## src/rtl/pe_pkg.sv

```systemverilog
// Shared definitions for the mac_pe processing element.
//   pe_state_t       : group-sequencing state of the PE
//   PE_*_WIDTH       : default widths used when the PE is instantiated bare
//   sat_max/sat_min  : signed limits of a given width, returned as 64-bit
//                      patterns whose low w bits are the limit value
package pe_pkg;

    typedef enum logic [1:0] {S_IDLE, S_ACCUM, S_OUT} pe_state_t;

    localparam int PE_DATA_WIDTH = 8;
    localparam int PE_ACC_WIDTH  = 32;
    localparam int PE_CNT_WIDTH  = 8;

    function automatic logic [63:0] sat_max(input int w);
        return (64'd1 << (w - 1)) - 64'd1;
    endfunction

    // Sign-extended over 64 bits, so any low slice of width w is the minimum.
    function automatic logic [63:0] sat_min(input int w);
        return ~sat_max(w);
    endfunction

endpackage

```

## src/rtl/sat_add.sv

```systemverilog
// Combinational signed adder with overflow detection.
//   a, b      : signed addends, ACC_WIDTH bits
//   sum       : a + b, clamped to the signed range when SATURATE=1,
//               plain two's-complement wrap when SATURATE=0
module sat_add
    import pe_pkg::*;
#(
    parameter int ACC_WIDTH = PE_ACC_WIDTH,
    parameter bit SATURATE  = 1'b1
) (
    input  logic signed [ACC_WIDTH-1:0] a,
    input  logic signed [ACC_WIDTH-1:0] b,
    output logic signed [ACC_WIDTH-1:0] sum
);

    localparam logic [63:0] MAX64 = sat_max(ACC_WIDTH);
    localparam logic [63:0] MIN64 = sat_min(ACC_WIDTH);
    localparam logic signed [ACC_WIDTH-1:0] MAXV = MAX64[ACC_WIDTH-1:0];
    localparam logic signed [ACC_WIDTH-1:0] MINV = MIN64[ACC_WIDTH-1:0];

    logic signed [ACC_WIDTH-1:0] raw;
    logic                        ovf;

    assign raw = a + b;
    // Overflow only when both addends share a sign and the result flips it;
    // the addend sign then tells which rail was crossed.
    assign ovf = (a[ACC_WIDTH-1] == b[ACC_WIDTH-1]) &&
                 (raw[ACC_WIDTH-1] != a[ACC_WIDTH-1]);

    always_comb begin
        sum = raw;
        if (SATURATE && ovf) begin
            sum = a[ACC_WIDTH-1] ? MINV : MAXV;
        end
    end

endmodule

```

## src/rtl/mac_pe.sv

```systemverilog
// Multiply-accumulate processing element. Accumulates signed a_in*b_in over
// one group of beats (closed by in_last) and holds the group sum on a
// valid/ready output until the consumer accepts it.
//   clk, rst            : clock, synchronous active-high reset
//   in_valid, in_last   : beat strobe and end-of-group marker
//   a_in, b_in          : signed operands, sampled with in_valid
//   in_ready            : beat accepted when in_valid && in_ready
//   out_valid/out_ready : result handshake
//   out_data, out_count : group sum and number of beats in the group
//   err_drop, clr_err   : sticky dropped-beat flag and its clear
module mac_pe
    import pe_pkg::*;
#(
    parameter int DATA_WIDTH = PE_DATA_WIDTH,
    parameter int ACC_WIDTH  = PE_ACC_WIDTH,
    parameter int CNT_WIDTH  = PE_CNT_WIDTH,
    parameter bit SATURATE   = 1'b1
) (
    input  logic                         clk,
    input  logic                         rst,
    input  logic                         in_valid,
    input  logic                         in_last,
    input  logic signed [DATA_WIDTH-1:0] a_in,
    input  logic signed [DATA_WIDTH-1:0] b_in,
    output logic                         in_ready,
    output logic                         out_valid,
    input  logic                         out_ready,
    output logic signed [ACC_WIDTH-1:0]  out_data,
    output logic        [CNT_WIDTH-1:0]  out_count,
    output logic                         err_drop,
    input  logic                         clr_err
);

    pe_state_t                     state, state_next;
    logic signed [ACC_WIDTH-1:0]   acc, acc_next;
    logic        [CNT_WIDTH-1:0]   cnt, cnt_next;
    logic signed [ACC_WIDTH-1:0]   res, res_next;
    logic        [CNT_WIDTH-1:0]   res_cnt, res_cnt_next;
    logic                          err, err_next;

    logic signed [2*DATA_WIDTH-1:0] a_ext, b_ext, prod;
    logic signed [ACC_WIDTH-1:0]    prod_ext, base, sum;
    logic        [CNT_WIDTH-1:0]    cnt_base, cnt_inc;
    logic                           accept;

    assign out_valid = (state == S_OUT);
    assign in_ready  = !out_valid || out_ready;
    assign accept    = in_valid && in_ready;
    assign out_data  = res;
    assign out_count = res_cnt;
    assign err_drop  = err;

    assign a_ext    = (2*DATA_WIDTH)'(a_in);
    assign b_ext    = (2*DATA_WIDTH)'(b_in);
    assign prod     = a_ext * b_ext;
    assign prod_ext = ACC_WIDTH'(prod);

    // Only S_ACCUM carries a partial sum; a beat taken in S_IDLE or during
    // the hold cycle of S_OUT starts a fresh group from zero.
    assign base     = (state == S_ACCUM) ? acc : '0;
    assign cnt_base = (state == S_ACCUM) ? cnt : '0;
    assign cnt_inc  = cnt_base + CNT_WIDTH'(1);

    sat_add #(
        .ACC_WIDTH (ACC_WIDTH),
        .SATURATE  (SATURATE)
    ) u_add (
        .a   (base),
        .b   (prod_ext),
        .sum (sum)
    );

    always_comb begin
        state_next   = state;
        acc_next     = acc;
        cnt_next     = cnt;
        res_next     = res;
        res_cnt_next = res_cnt;
        err_next     = err;

        case (state)
            S_OUT: begin
                if (out_ready) begin
                    state_next = S_IDLE;
                end
            end
            default: ;
        endcase

        if (accept) begin
            if (in_last) begin
                res_next     = sum;
                res_cnt_next = cnt_inc;
                acc_next     = '0;
                cnt_next     = '0;
                state_next   = S_OUT;
            end else begin
                acc_next   = sum;
                cnt_next   = cnt_inc;
                state_next = S_ACCUM;
            end
        end

        // A drop in the same cycle as clr_err keeps the flag set.
        if (in_valid && !in_ready) begin
            err_next = 1'b1;
        end else if (clr_err) begin
            err_next = 1'b0;
        end
    end

    always_ff @(posedge clk) begin
        if (rst) begin
            state   <= S_IDLE;
            acc     <= '0;
            cnt     <= '0;
            res     <= '0;
            res_cnt <= '0;
            err     <= 1'b0;
        end else begin
            state   <= state_next;
            acc     <= acc_next;
            cnt     <= cnt_next;
            res     <= res_next;
            res_cnt <= res_cnt_next;
            err     <= err_next;
        end
    end

endmodule

```

## config.mk

```make
export PLATFORM = sky130hd
export DESIGN_NAME = mac_pe
export DESIGN_NICKNAME = d
export VERILOG_FILES = /design/src/rtl/pe_pkg.sv /design/src/rtl/sat_add.sv /design/src/rtl/mac_pe.sv
export SDC_FILE = /design/constraint.sdc
export NUM_CORES = 1
export LEC_CHECK = 0
export CORE_AREA = 4 4 120 122
export CTS_CLUSTER_SIZE = 10
export DETAILED_ROUTE_END_ITERATION = 6
export DIE_AREA = 0 0 124 126
export GPL_ROUTABILITY_DRIVEN = 0
export MAX_ROUTING_LAYER = met4
export PLACE_DENSITY = 0.81
export SLEW_MARGIN = 10
export SYNTH_ARGS = -nofsm -noshare
export SYNTH_HDL_FRONTEND = slang
export SYNTH_HIERARCHICAL = 1
export SYNTH_SLANG_ARGS = --single-unit
```

## constraint.sdc

```tcl
create_clock -name clk -period 16.7 [get_ports clk]
set_input_delay 3.34 -clock clk [delete_from_list [all_inputs] [get_ports clk]]
set_output_delay 3.34 -clock clk [all_outputs]
set_load 0.03 [all_outputs]
```

==> metrics.md <==
| Metric | Value |
|---|---|
| Period utilisation layout | 0.652 |
| Vias after detailed routing | 6,496 |
| Worst R2R Path Depth | 15 |
| Nets | 1,082 |
| Via density | 5.78 |
| IO Port Bufs | 64 |
| Inserted Clock Buffers | 9 |
| Die width | 124 µm |
| CTS tree | yes |
| Largest net degree at the start of global routing | 77 |
| Synth Area in Simple Gates | 0.193 |
| Setup Fix Bufs, Post-CTS | 0 |
| Synthesis warning total | 6 |
| CP Max Fanout | 31 |
| Skew-Pair Late Insertion Delay | 0.34 ns |
| # fillers | 1,100 |
| Crit path time final | 10.89 ns |
| Synth area leaders | dfxtp_1 21%, fa_1 14%, ha_1 9.7% |
| Worst Setup Path Type | in -> reg |
| Root Driver | clkbuf_16 |
| Mapped Cells | 906 |
| Async SR Flop Fraction | 0 |
| Iteration-0 DRC Markers | 329 |
| CTS Buffer Depth | 2 |
| Crit-path most repeated cell | fa_1 |
| Total Wirelength | 17,200 µm |
| # IOs | 65 |
| Worst-Margin Slew | 1.14 ns |
| Synth top area share | 0.210 |
| Worst setup SP type | input port |
| Hpwl dp | 12,500 µm |
| Reg-to-reg setup timing slack | 12.24 ns |
| # hold bufs at CTS | 0 |
| R2R Path End | acc[0]$_SDFFE_PP0P_ |
| Netlist cell types | 73 |
| Final Skew | 0.00593 ns |
| Post-synthesis xor/xnor area fraction | 0.0554 |
| Largest family of logic cells by synthesized area | adder cells |
| Hold Vio Cnt, Final | 0 |
| Type of the tightest min-delay check | reg -> reg |
| Seq cells post-synth | 83 |
| Top_reg_cell synth | dfxtp_1 |
| Syn Nets | 1,045 |
| CP endpoint kind | flop |
| CP arrival | 11.10 ns |
| Proportion of synthesized area in mux cells | 0.00269 |
| Initial antenna violation count | 0 |
| Share of cells above drive strength 1 | 0.108 |
| Max_cap viols | 0 |
| Required @ worst endpoint | 16.91 ns |
| Most frequent cell after synthesis | inv_1 |
| Status | finished clean |
| TritonRoute pass-1 iters | 5 |
| Crit path from | b_in[7] |
| Syn_area_per_cell | 8.72 µm² |
| Worst slew margin | 0.240 |
| Compound-Gate Fraction of Synth Area | 0.220 |
| Vias in the first global route | 6,214 |
| FP Rows | 42 |
| Num Clock Sinks | 83 |
| Fmax | 0.0918 GHz |
| CTS H-tree lvls | 3 |
| Slowest stage delay, CP | 0.66 ns |
| Clk slew on worst S/H paths | 0.06 ns |
| Die area | 15,600 µm² |
| Total routing usage reported by global routing | 0.232 |
| Worst path depth | 29 |
| Unrepaired setup endpoints after global routing | no |
| Synth Cell Area | 7900 µm² |
| Crit Reg-Reg Startpoint | state[1]$_SDFFE_PP0P_ |
| Finish-stage setup viols | 0 |
| Setup TNS Final | 0 ns |
| Antenna Nets Post-Route | 0 |
| EDFF count, synth | 0 |
| Max-slew violation count | 0 |
| Grt total ovfl | 0 |
| Top cells by count, synth | 96 x inv_1, 83 x dfxtp_1, 75 x and2_1 |
| Resized Gates After CTS | 0 |
| First-pass GRT wire length | 29,100 µm |
| DIE HEIGHT | 126 µm |
| WP buf/inv | 5 |
| Adder-cell area share of the yosys netlist | 0.240 |
| Largest delay contributor family on the critical path | adder cells |
| Core box area | 13,200 µm² |
| Sequential fraction of the synthesis area | 0.210 |
| Most area-hungry cell type in the Yosys netlist | dfxtp_1 |
| DR DRC count | 0 |
| Layout overhead on the synthesized area | 11.9% |
| Wire length per cell | 15.3 µm |
| Crit path to | acc[0]$_SDFFE_PP0P_ |
| Number of diodes | 0 |
| Crit-path slowest cell | clkdlybuf4s50_1 |
| Initial core utilization | 0.599 |
[tightest hold or removal path: cells and delay by family, from the launching register on]
family           cells  cell delay, ns
flip-flops           1            0.33
AND/OR/NAND/NOR      1            0.05
AO/OA/AOI/OAI        1            0.05
[layout by cell type (no fill, tap or decap), drive strengths merged, types with 6 or more instances in the layout]
cell type,instances
inv,97
dfxtp,83
and2,76
a21oi,75
clkdlybuf4s50,64
o21ai,63
ha,61
nor2,59
fa,56
nand2,47
nor3b,36
a22o,35
xnor2,32
xor2,18
a21o,15
nand3,12
nor2b,10
clkbuf,10
nand2b,9
a211oi,6
[state kept, by name, summed over array words and instances (netlist names)]
register / count
acc: 32
out_data: 32
cnt: 8
out_count: 8
state: 2
err_drop: 1
[logic make-up after synthesis]
family          Yosys count
flops                    83
mux                       2
fa+ha+maj               118
simple gates            276
buf+inv                 139
xor+xnor                 50
compound gates          238
[area by class of cell]
class | instances | area (µm²) | share of cell area
tap | 176 | 220 | 0.0249
sequential | 83 | 1660 | 0.188
multi-input combinational | 684 | 5620 | 0.636
clock inverter | 6 | 62.6 | 0.00708
timing repair buffer | 69 | 678 | 0.0767
inverter | 96 | 360 | 0.0408
clock buffer | 10 | 239 | 0.0270
[through the flow]
stage / worst slack, ns / cells / hold WS [ns] / instance area (µm²) / util
after floorplan: 6.22 / 906 / 0.448 / 7900 / -
after global placement: 5.69 / 1108 / 0.443 / 8540 / 0.648
after detailed placement: 5.48 / 1108 / 0.452 / 8540 / 0.648
after CTS: 5.82 / 1124 / 0.468 / 8840 / 0.670
after global routing: 5.23 / 1124 / 0.484 / 8840 / 0.670
final: 5.81 / 1124 / 0.468 / 8840 / 0.670
[worst min-delay path by stage]
stage                                          from  cells past startpoint                        end  slack (ns)
after floorplan                 acc[0]$_SDFFE_PP0P_                      2        acc[0]$_SDFFE_PP0P_        0.45
after global placement    out_count[2]$_SDFFE_PP0P_                      2  out_count[2]$_SDFFE_PP0P_        0.44
after detailed placement  out_count[2]$_SDFFE_PP0P_                      2  out_count[2]$_SDFFE_PP0P_        0.45
after CTS                 out_count[2]$_SDFFE_PP0P_                      2  out_count[2]$_SDFFE_PP0P_        0.47
after global routing      out_count[0]$_SDFFE_PP0P_                      2  out_count[0]$_SDFFE_PP0P_        0.48
final                     out_count[2]$_SDFFE_PP0P_                      2  out_count[2]$_SDFFE_PP0P_        0.47
[routing by layer]
| layer | part of all wire | track usage | wire (µm) |
|---|---|---|---|
| met5 | 0 | - | 0 |
| met4 | 0.011 | 0.0457 | 185 |
| met3 | 0.039 | 0.0372 | 671 |
| met2 | 0.50 | 0.368 | 8510 |
| met1 | 0.45 | 0.316 | 7810 |
Power is left out: the tool's default activity adds up to more than one toggle a clock period on the data nets, which glitch-free logic cannot reach.
